**src/rtl/seq_divider.sv**
```systemverilog
// Iterative restoring divider, one quotient bit per clock, MSB first, start/busy/done handshake.
// Optional build macro DIVIDER_SIGNED_EN selects two's-complement operands and results.
module seq_divider #(
   parameter int WIDTH = 8
) (
   input  logic             clk,
   input  logic             reset,
   input  logic             start,
   input  logic [WIDTH-1:0] dividend,
   input  logic [WIDTH-1:0] divisor,
   output logic [WIDTH-1:0] quotient,
   output logic [WIDTH-1:0] remainder,
   output logic             busy,
   output logic             done,
   output logic             div_by_zero
);

   localparam logic [1:0] IDLE = 2'd0;
   localparam logic [1:0] RUN  = 2'd1;
   localparam logic [1:0] DONE = 2'd2;

   localparam int CW = (WIDTH > 2) ? $clog2(WIDTH) : 1;
   localparam logic [CW-1:0] LAST = CW'(WIDTH - 1);

   logic [1:0]       state;
   logic [CW-1:0]    cnt;
   logic [WIDTH-1:0] dvsr;
   logic [WIDTH-1:0] shq;      // dividend bits shift out the top, quotient bits shift in the bottom
   logic [WIDTH-1:0] prem;
   logic             dbz_pend;

   logic [WIDTH:0]   trial;
   logic [WIDTH-1:0] diff;
   logic             ge;
   logic [WIDTH-1:0] q_step;
   logic [WIDTH-1:0] r_step;
   logic [WIDTH-1:0] q_fin;
   logic [WIDTH-1:0] r_fin;
   logic [WIDTH-1:0] dvd_mag;
   logic [WIDTH-1:0] dvs_mag;

`ifdef DIVIDER_SIGNED_EN
   logic q_neg;
   logic r_neg;
`endif

   always_comb begin
      trial  = {prem, shq[WIDTH-1]};
      ge     = (trial >= {1'b0, dvsr});
      // remainder after a successful subtract is below the divisor, so WIDTH bits hold it exactly
      diff   = trial[WIDTH-1:0] - dvsr;
      q_step = {shq[WIDTH-2:0], ge};
      r_step = ge ? diff : trial[WIDTH-1:0];
`ifdef DIVIDER_SIGNED_EN
      q_fin   = q_neg ? (~q_step + 1'b1) : q_step;
      r_fin   = r_neg ? (~r_step + 1'b1) : r_step;
      dvd_mag = dividend[WIDTH-1] ? (~dividend + 1'b1) : dividend;
      dvs_mag = divisor[WIDTH-1]  ? (~divisor + 1'b1)  : divisor;
`else
      q_fin   = q_step;
      r_fin   = r_step;
      dvd_mag = dividend;
      dvs_mag = divisor;
`endif
   end

   always_ff @(posedge clk) begin
      if (reset) begin
         state       <= IDLE;
         cnt         <= '0;
         dvsr        <= '0;
         shq         <= '0;
         prem        <= '0;
         dbz_pend    <= 1'b0;
         quotient    <= '0;
         remainder   <= '0;
         busy        <= 1'b0;
         done        <= 1'b0;
         div_by_zero <= 1'b0;
`ifdef DIVIDER_SIGNED_EN
         q_neg       <= 1'b0;
         r_neg       <= 1'b0;
`endif
      end else begin
         done <= 1'b0;
         case (state)
            IDLE, DONE: begin
               if (state == DONE && dbz_pend) begin
                  // zero divisor: no iteration, raw dividend was parked in shq
                  quotient    <= '1;
                  remainder   <= shq;
                  div_by_zero <= 1'b1;
                  done        <= 1'b1;
                  busy        <= 1'b0;
                  dbz_pend    <= 1'b0;
               end else if (start) begin
                  dvsr        <= dvs_mag;
                  shq         <= (divisor == '0) ? dividend : dvd_mag;
                  prem        <= '0;
                  cnt         <= '0;
                  busy        <= 1'b1;
                  div_by_zero <= 1'b0;
                  dbz_pend    <= (divisor == '0);
                  state       <= (divisor == '0) ? DONE : RUN;
`ifdef DIVIDER_SIGNED_EN
                  q_neg       <= dividend[WIDTH-1] ^ divisor[WIDTH-1];
                  r_neg       <= dividend[WIDTH-1];
`endif
               end else begin
                  state <= IDLE;
               end
            end
            RUN: begin
               shq  <= q_step;
               prem <= r_step;
               cnt  <= cnt + 1'b1;
               if (cnt == LAST) begin
                  quotient  <= q_fin;
                  remainder <= r_fin;
                  done      <= 1'b1;
                  busy      <= 1'b0;
                  state     <= DONE;
               end
            end
            default: state <= IDLE;
         endcase
      end
   end

endmodule
```
**config.mk**
```make
export PLATFORM = sky130hd
export DESIGN_NAME = seq_divider
export DESIGN_NICKNAME = d
export VERILOG_FILES = /design/src/rtl/seq_divider.sv
export SDC_FILE = /design/constraint.sdc
export NUM_CORES = 1
export LEC_CHECK = 0
export BUFFER_PORTS_ARGS = -buffer_cell sky130_fd_sc_hd__buf_2
export CORE_MARGIN = 5
export CORE_UTILIZATION = 60
export DETAILED_ROUTE_END_ITERATION = 8
export GPL_ROUTABILITY_DRIVEN = 1
export PLACE_DENSITY_LB_ADDON = 0.05
export SLEW_MARGIN = 20
export SYNTH_ARGS = -nofsm -noshare
export SYNTH_HDL_FRONTEND = slang
export SYNTH_SLANG_ARGS = --single-unit
```
**constraint.sdc**
```tcl
create_clock -name clk -period 3.6 [get_ports clk]
set_input_delay 0.54 -clock clk [delete_from_list [all_inputs] [get_ports clk]]
set_output_delay 0.54 -clock clk [all_outputs]
set_load 0.01 [all_outputs]
```
==> impl_metrics.tcl, run 1 <==
set metrics [dict create \
    outcome "finished clean" \
    power_frac_seq_pct 47.3 \
    ant_nets 0 \
    route.detailed.drc 0 \
    antenna_found_initial 0 \
    relSlewSlack_pct 46.0 \
    switching_power_uw 401 \
    power.internal_uw 857 \
    synthCells 304 \
    synth_area_um2 2460 \
    antenna_cells 0 \
    drtIter0Drc 196 \
    sw_frac_of_total_pct 31.9 \
    seqCellArea_um2 981 \
    synth_area_per_cell_um2 8.08 \
    finalCritPeriodShare_pct 62.4 \
    grt-ovfl-total 0 \
    peakVddDrop_mv 0.312 \
    routedWlPerCell_um 14.5 \
    skew_ns 0.0108 \
    worstRegToRegCells 7 \
    grt_max_degree 30 \
    multiInputGateArea_um2 1340 \
    portBuffers 37 \
    cts_max_path_buffers 2 \
    root_buffer "clkbuf_8" \
    layout_setup_ws_ns 1.35 \
    hold_path.class "reg -> reg" \
    leakage_uw 0.00114 \
    critPathKind "reg -> reg" \
    crit_fanout 23 \
    track_usage_pct 21.9 \
    worstPathCellList "ha_1, ha_1, nand3b_1, o21a_1, nand2_1, a221o_1, a31oi_1" \
    cpMostUsedCell "ha_1" \
    holdPathStages 2 \
    ys_ff_latch 49 \
    crit_cells 7 \
    die_y_um 74.0 \
    seq_area_frac_synth_pct 39.9 \
    synth-edff-count 0 \
    routed_wl_mm 5.59 \
    fin_nets 365 \
    cts.sinks 49 \
    finalHoldViolCount 0 \
    cp-end-kind "register" \
    grt_setup_unrepaired "false" \
    synth_nets 334 \
    clk_latency_ns 0.30 \
    slowest_stage "o21a_1" \
    path_clk_slew_ns 0.09 \
    critPathRequiredTime_ns 3.82 \
    final_core_util_pct 68.7 \
    async_flop_share_pct 0 \
    cts_hold_buffers 0 \
    setup_tns_ns 0 \
    power_frac_comb_pct 26.0 \
    post_cts_buffers 0 \
    routed_via_density 5.62 \
    hold_slack_ns 0.456 \
    design_power_total_uw 1260 \
    startpoint_type "register" \
    worstMarginPinSlew_ns 0.810 \
    drive_gt1_share_pct 16.7 \
    power_density_nw_per_um2 461 \
    die-area_um2 5480 \
    clockPowerShare_pct 26.7 \
    cts_tree "yes" \
    area_delta_synth_final_pct 11.1 \
    nFillCells 354 \
    critPathBufInv 0 \
    grt_pass1_vias 2024 \
    fmax_mhz 445 \
    synth_top_flop_cell "dfxtp_1" \
    cts_resized 0 \
    die_w_um 74.0 \
    cts_buffers 5 \
    maxCapViolations 0 \
    cpPeakStageDelay_ns 0.69 \
    finalSetupViolations 0 \
    post-place-ws_ns 1.41 \
    dpl.hpwl_mm 4.10 \
    slew_viol_final 0 \
    finalCriticalPeriod_ns 2.25 \
    synth_cell_types 48 \
    pin_count 38 \
    crit_family "compound AO/OA/AOI/OAI gates" \
    synth_warnings 0 \
    coreArea_um2 3970 \
    grt_pass1_wl_mm 9.32 \
    htree_num_levels 2 \
    fp-row-count 23 \
    start_util_pct 61.9 \
    first_pass_iters 4 \
    vias 2168 \
    cp.arrival_ns 2.47 \
    gp_congestion 0.905 \
]
-- per-stage QoR --
stage,area [um^2],std cells
after floorplan,2460,304
after global placement,2630,378
after detailed placement,2630,378
after CTS,2730,386
after global routing,2730,386
final,2730,386
-- final timing paths --
| check | start | to | slack, ns |
|---|---|---|---|
| worst max-delay path | cnt[0] | remainder[7] | 1.35 |
| worst max register to register | cnt[0] | remainder[7] | 1.35 |
| worst min-delay path | dvsr[6] | dvsr[6] | 0.46 |
| worst min register to register | dvsr[6] | dvsr[6] | 0.46 |
-- cell usage in the layout, fill, tap and decap left out, types with 2 or more instances in the layout --
cell type,n
a211oi_1,6
a21oi_1,27
a21oi_2,2
a22oi_1,2
a311oi_1,9
a32oi_1,2
buf_2,37
buf_4,2
clkbuf_8,6
dfxtp_1,49
ha_1,10
inv_1,13
mux2i_1,5
nand2_1,46
nand2b_1,5
nand3_1,6
nor2_1,43
nor2b_1,4
nor3_1,15
nor4_1,2
o21a_1,2
o21ai_0,9
o21ai_1,4
o21ai_2,2
o22ai_1,2
xnor2_1,3
xor2_1,2
-- final cells by class --
cell class                 instances  share of cell area, %
clock inverter                     2                  0.504
clock buffer                       6                   3.02
timing repair buffer              39                   7.33
tap                               50                   2.29
inverter                          13                   1.79
sequential                        49                   35.9
multi-input combinational        227                   49.1
-- power by group through the flow --
stage / sequential (uW) / clock (uW) / combinational (uW)
floorplan: 598 / 0 / 289
global placement: 606 / 0 / 317
detailed placement: 607 / 0 / 323
CTS: 594 / 346 / 325
global route: 599 / 366 / 363
finish: 595 / 336 / 327
-- routing by layer --
layer	global-route usage (%)	wire (um)
met1	31.5	2680
met2	33.5	2550
met3	3.38	274
met4	8.05	76
met5	0	0
-- Yosys cell counts (all sizes together) (3+ instances only) --
library cell / n / share of area (%)
dfxtp: 49 / 40
nand2: 46 / 7.0
nor2: 43 / 6.6
a21oi: 29 / 6.2
nor3: 15 / 3.1
o21ai: 15 / 3.4
inv: 13 / 2.0
buf: 11 / 2.9
ha: 10 / 5.1
a311oi: 9 / 3.2
a211oi: 6 / 1.8
nand3: 6 / 1.2
mux2i: 5 / 2.0
nand2b: 5 / 1.3
clkbuf: 4 / 0.61
nor2b: 4 / 1.0
xnor2: 3 / 1.1
-- logic make-up (layout without fill, tap and decap cells) --
group	count (synthesis)	in the layout	share of synthesized area, %
and+or+nand+nor	128	128	22.8
AOI/OAI and AO/OA	77	77	21.4
DFF	49	49	39.9
buffers and inverters	28	60	5.50
adders and majority gates	11	11	5.91
muxes	6	6	2.65
xor gates and xnor gates	5	5	1.78
-- worst register-to-register path, stage by stage (launching register included) --
cell and delay, ns:
dfxtp_1 0.33, ha_1 0.19, ha_1 0.21, nand3b_1 0.16
o21a_1 0.69, nand2_1 0.13, a221o_1 0.33, a31oi_1 0.13
-- registers in the layout, indices dropped and copies added, names as in the netlist --
register and flops:
dvsr 8, prem 8, quotient 8, remainder 8, shq 8, cnt 3, state 2, busy 1
dbz_pend 1, div_by_zero 1, done 1
Power figures use the tool's default switching activity.
==> inputs of run 2 (changes only) <==
--- a/config.mk
+++ b/config.mk
@@ -5,9 +5,10 @@
 export SDC_FILE = /design/constraint.sdc
 export NUM_CORES = 1
 export LEC_CHECK = 0
+export ABC_AREA = 1
 export BUFFER_PORTS_ARGS = -buffer_cell sky130_fd_sc_hd__buf_2
 export CORE_MARGIN = 5
-export CORE_UTILIZATION = 60
+export CORE_UTILIZATION = 57
 export DETAILED_ROUTE_END_ITERATION = 8
 export GPL_ROUTABILITY_DRIVEN = 1
 export PLACE_DENSITY_LB_ADDON = 0.05
==> constraint.sdc (replaced) <==
create_clock -name clk -period 2.23 [get_ports clk]
set_input_delay 0.3345 -clock clk [delete_from_list [all_inputs] [get_ports clk]]
set_output_delay 0.3345 -clock clk [all_outputs]
set_load 0.01 [all_outputs]
==> run 2 against run 1 <==
Against the previous run: sequential power up 67%; global-route usage down 1.4 points; cell area up 7.2%; register-to-register slack worse by 0.91 ns; maximum frequency increased by 25%; setup slack got worse by 0.91 ns; die area up 9.5%; sequential share of layout area fell by 2.4 points; area after synthesis rose by 5.5%; synthesized cell count grew 18%; largest power group is now combinational cells.
==> impl_metrics.tcl, run 2 <==
set metrics [dict create \
    hold_path.class "in -> reg" \
    finalHoldViolCount 0 \
    outcome "finished clean" \
    peakVddDrop_mv 0.526 \
    grt_pass1_wl_mm 10.2 \
    cts_resized 0 \
    sw_frac_of_total_pct 38.0 \
    slew_viol_final 0 \
    fp-row-count 24 \
    dpl.hpwl_mm 4.31 \
    finalSetupViolations 0 \
    synth_common_cells "74 x nand2_1, 49 x dfxtp_1, 47 x inv_1" \
    most-common-layout-cells "74 x nand2_1, 49 x dfxtp_1, 47 x inv_1" \
    yosys-top-cells-area "dfxtp_1 38%, nand2_1 11%, inv_1 6.8%" \
    routed_via_density 5.19 \
    design_power_total_uw 2720 \
    post-place-ws_ns 0.448 \
    finalCriticalPeriod_ns 1.79 \
    synthCells 358 \
    ys_ff_latch 49 \
    layout_commonest_cell "nand2_1" \
    portBuffers 37 \
    synth_nets 388 \
    gp_congestion 0.879 \
    antenna_cells 0 \
    clk_latency_ns 0.31 \
    async_flop_share_pct 0 \
    fin_nets 423 \
    synth.most_common_cell "nand2_1" \
    final_area_um2 2930 \
    htree_num_levels 2 \
    leakage_uw 0.00153 \
    die_y_um 77.4 \
    crit_fanout 10 \
    cp-end-kind "register" \
    ant_nets 0 \
    cts_max_path_buffers 2 \
    vias 2316 \
    pin_count 38 \
    relSlewSlack_pct 64.2 \
    maxCapViolations 0 \
    power.internal_uw 1690 \
    postPlaceCellArea_um2 2810 \
    start_util_pct 59.1 \
    root_buffer "clkbuf_8" \
    coreArea_um2 4380 \
    drive_gt1_share_pct 18.3 \
    yosysTopAreaCellShare_pct 37.8 \
    grt_setup_unrepaired "false" \
    power_density_nw_per_um2 930 \
    synth_warnings 0 \
    hold_slack_ns 0.273 \
    cp.arrival_ns 2.03 \
    die-area_um2 6000 \
    area_delta_synth_final_pct 12.9 \
    synth_top_flop_cell "dfxtp_1" \
    synth_area_um2 2590 \
    path_clk_slew_ns 0.09 \
    cts_hold_buffers 0 \
    cts.sinks 49 \
    startpoint_type "register" \
    grt_max_degree 22 \
    clockPowerShare_pct 24.6 \
    routed_wl_mm 5.71 \
    power_frac_comb_pct 39.0 \
    die_w_um 77.4 \
    critPathKind "reg -> reg" \
    setup_tns_ns 0 \
    grt-ovfl-total 0 \
    synth_cell_types 36 \
    synth.largest_area_cell "dfxtp_1" \
    seq_area_frac_synth_pct 37.8 \
    grt_pass1_vias 2254 \
    worstMarginPinSlew_ns 0.536 \
    synth_area_per_cell_um2 7.24 \
    power_frac_seq_pct 36.4 \
    switching_power_uw 1040 \
    synth-edff-count 0 \
    track_usage_pct 20.6 \
    fmax_mhz 558 \
    finalCritPeriodShare_pct 80.4 \
    post_cts_buffers 0 \
    layout_setup_ws_ns 0.438 \
    cts_tree "yes" \
    drtIter0Drc 157 \
    critPathRequiredTime_ns 2.47 \
    route.detailed.drc 0 \
    skew_ns 0.00792 \
    routedWlPerCell_um 12.8 \
    cts_buffers 5 \
    first_pass_iters 4 \
    antenna_found_initial 0 \
]
==> run 2: changes by cell type after synthesis, sizes merged, moves of 5 or more <==
cell    previous run  this run
o21ai             15        25
nand2             46        77
inv               13        52
mux2i              5         0
a311oi             9         0
nand2b             5         0
nor3              15         1
nand4              0         7
nand3              6        28
==> run 2: area by class of cell <==
class / count / area, um^2
well taps: 52 / 65.1
multi-input cells: 243 / 1350
clock buffers: 7 / 86.3
repair buffers: 42 / 223
flip-flops and latches: 49 / 981
fillers: 405 / 1460
clock inverters: 1 / 30.0
inverters: 52 / 195
==> run 2: critical path: stages (launching register included) <==
cell,delay [ns]
dfxtp_1,0.32
inv_1,0.05
ha_1,0.36
nand2_1,0.09
nand2_1,0.07
nand2_1,0.07
nand2_1,0.12
nor2_8,0.23
nand2_8,0.11
nand2_1,0.07
nand3_1,0.10
a21oi_1,0.15
==> run 2: power groups by stage <==
stage                     logic [uW]  registers, uW  clock network, uW
final                           1060            991                670
after global routing            1200            999                724
after CTS                       1060            990                675
after detailed placement        1050           1010                  0
after global placement          1030           1010                  0
after floorplan                  865            996                  0
==> run 2: metal layers <==
metal	part of all wire, %	global-route usage [%]	up-vias
li1	-	-	1231
met1	47	26.9	1035
met2	47	34.7	42
met3	3.8	4.05	8
met4	1.5	5.33	0
met5	0	0	-
==> run 2: path summary, 6_finish.rpt <==
kind	startpoint	endpoint	slack [ns]	cells past startpoint
max	dvsr[6]	remainder[1]	0.44	11
min	divisor[0]	dvsr[0]	0.27	3
max reg2reg	dvsr[6]	remainder[1]	0.44	11
min reg2reg	div_by_zero	div_by_zero	0.46	2
==> run 2: kinds of logic after synthesis <==
family                     count (synthesis)  synth area share, %
and+or+nand+nor                          158                 29.4
DFF                                       49                 37.8
buffers and inverters                     66                 10.2
AOI/OAI and AO/OA                         71                 15.9
adders and majority gates                 11                 5.60
xor gates and xnor gates                   3                 1.01
==> run 2: through the flow <==
stage | utilization (%) | instances
2_1_floorplan | - | 358
3_3_place_gp | 64.1 | 438
3_5_place_dp | 64.1 | 438
4_1_cts | 66.8 | 446
5_1_grt | 66.8 | 446
6_report | 66.8 | 446
==> inputs of run 3 (changes only) <==
--- a/config.mk
+++ b/config.mk
@@ -5,10 +5,10 @@
 export SDC_FILE = /design/constraint.sdc
 export NUM_CORES = 1
 export LEC_CHECK = 0
-export ABC_AREA = 1
+export ABC_AREA = 0
 export BUFFER_PORTS_ARGS = -buffer_cell sky130_fd_sc_hd__buf_2
 export CORE_MARGIN = 5
-export CORE_UTILIZATION = 57
+export CORE_UTILIZATION = 51
 export DETAILED_ROUTE_END_ITERATION = 8
 export GPL_ROUTABILITY_DRIVEN = 1
 export PLACE_DENSITY_LB_ADDON = 0.05
==> constraint.sdc (replaced) <==
create_clock -name clk -period 1.6 [get_ports clk]
set_input_delay 0.24 -clock clk [delete_from_list [all_inputs] [get_ports clk]]
set_output_delay 0.24 -clock clk [all_outputs]
set_load 0.01 [all_outputs]
==> run 3 against run 2 <==
Against the previous run: the flow now finishes with violations (negative setup slack); final cell count is 1.1% higher; flip-flop and latch count unchanged; global-route usage increased by 3.3 points; sequential power is 36% higher; cell area increased by 25%; power rose by 48%; clock power rose by 37%.
==> impl_metrics.tcl, run 3 (same netlist as run 1, synthesis figures left out) <==
set metrics [dict create \
    drive_gt1_share_pct 46.3 \
    root_buffer "clkbuf_8" \
    track_usage_pct 23.9 \
    antenna_cells 0 \
    cts.sinks 49 \
    maxCapViolations 0 \
    skew_ns 0.0106 \
    die_y_um 79.4 \
    fin_nets 426 \
    power_density_nw_per_um2 1100 \
    clk_latency_ns 0.31 \
    peakVddDrop_mv 0.636 \
    hold_slack_ns 0.164 \
    worstMarginPinSlew_ns 0.502 \
    post-place-ws_ns -0.333 \
    start_util_pct 52.4 \
    worstPathCellList "inv_2, ha_4, fa_2, nand2b_4, buf_4, a21oi_2, xor2_1, mux2i_4, a211oi_2" \
    startpoint_type "register" \
    grt_pass1_vias 2493 \
    rrSetupSlack_ns -0.44 \
    critPathBufInv 2 \
    routedWlPerCell_um 17.8 \
    layout_commonest_cell "buf_4" \
    cp-end-kind "register" \
    switching_power_uw 1350 \
    cts_max_path_buffers 2 \
    critPathKind "reg -> reg" \
    first_pass_iters 4 \
    violations "negative setup slack" \
    fp-row-count 25 \
    outcome "finished, violations left" \
    die-area_um2 6310 \
    relSlewSlack_pct 66.4 \
    leakage_uw 0.00153 \
    worstRegToRegCells 9 \
    r2r-start "shq[7]" \
    drtIter0Drc 243 \
    route.detailed.drc 0 \
    routed_via_density 5.86 \
    cts_buffers 5 \
    setup_tns_ns -5.09 \
    fmax_mhz 491 \
    most-common-layout-cells "51 x buf_4, 44 x nand2_1, 40 x nor2_1" \
    antenna_found_initial 0 \
    ant_nets 0 \
    cts_tree "yes" \
    r2r_end "remainder[4]" \
    hold_path.class "in -> reg" \
    portBuffers 37 \
    pin_count 38 \
    holdPathStages 3 \
    slowest_stage "dfxtp_2" \
    grt_pass1_wl_mm 11.7 \
    cp.arrival_ns 2.28 \
    power_frac_comb_pct 43.7 \
    crit_start "shq[7]" \
    cpPeakStageDelay_ns 0.35 \
    dpl.hpwl_mm 4.78 \
    critPathRequiredTime_ns 1.84 \
    coreArea_um2 4690 \
    power.internal_uw 2670 \
    hold_path.startpoint "divisor[3]" \
    power_frac_seq_pct 33.4 \
    clockPowerShare_pct 22.8 \
    vias 2641 \
    htree_num_levels 2 \
    grt_setup_unrepaired "true" \
    die_w_um 79.4 \
    routed_wl_mm 8.02 \
    finalCriticalPeriod_ns 2.04 \
    slew_viol_final 0 \
    final_cell_count_no_fill 451 \
    path_clk_slew_ns 0.10 \
    finalHoldViolCount 0 \
    crit_family "adder cells" \
    area_delta_synth_final_pct 48.5 \
    dp_cells 421 \
    gp_congestion 0.849 \
    postPlaceCellArea_um2 2970 \
    finalSetupViolations 18 \
    finalCritPeriodShare_pct 127 \
    crit_fanout 2 \
    layout_setup_ws_ns -0.437 \
    final_area_um2 3650 \
    grt_max_degree 24 \
    hold_end "dvsr[3]" \
    sw_frac_of_total_pct 33.6 \
    grt-ovfl-total 0 \
]
-- run 3: cell count changes in the layout (fill, tap and decap cells not counted), sizes merged, moves of 3 or more --
cell	delta
buf	+58
inv	-38
nand2	-31
nand3	-22
nor3	+14
o21ai	-10
a311oi	+9
nand4	-7
mux2i	+5
nand2b	+5
nor2b	+4
o21bai	-4
a211oi	-3
-- run 3: how the worst max path moves through the flow --
stage | end | cells past startpoint | slack, ns
2_1_floorplan | remainder[6] | 8 | -0.24
3_3_place_gp | remainder[6] | 8 | -0.26
3_5_place_dp | remainder[6] | 8 | -0.33
4_1_cts | remainder[6] | 8 | -0.35
5_1_grt | remainder[6] | 8 | -0.52
6_report | remainder[4] | 9 | -0.44
-- run 3: power groups by stage --
stage	logic, uW	registers, uW	clock network [uW]
global route	1850	1350	974
floorplan	669	1350	0
finish	1760	1350	920
CTS	1320	1340	927
detailed placement	916	1360	0
global placement	900	1350	0
-- run 3: per-layer routing --
metal / GRT usage [%] / part of all wire (%)
met1: 29.3 / 41
met3: 5.08 / 5.4
met2: 39.7 / 51
met5: 0 / 0
met4: 11.3 / 2.8
-- run 3: repair_timing --
action                                  in CTS  in global routing
gates cloned                                 0                  0
endpoints found under the setup margin      18                 31
pin swaps                                   11                 19
buffers inserted                            13                 15
gates resized for setup                     44                 49
hold buffers                                 0                  0
-- run 3: tightest hold or removal path: stages --
cell	delay, ns
buf_2	0.10
nand2_1	0.05
a21oi_1	0.05
-- run 3: area by class of cell --
type                            count  area, um^2
Fill cell                         304        1040
Timing Repair Buffer              100         712
Tap cell                           54        67.6
Inverter                           13        48.8
Multi-Input combinational cell    227        1710
Clock buffer                        5        68.8
Sequential cell                    49        1000
Clock inverter                      3        43.8
-- run 3: per-stage QoR --
stage / utilization, % / total power [uW]
after floorplan: - / 2020
after global placement: 63.3 / 2250
after detailed placement: 63.3 / 2270
after CTS: 71.9 / 3580
after global routing: 77.8 / 4170
final: 77.8 / 4030
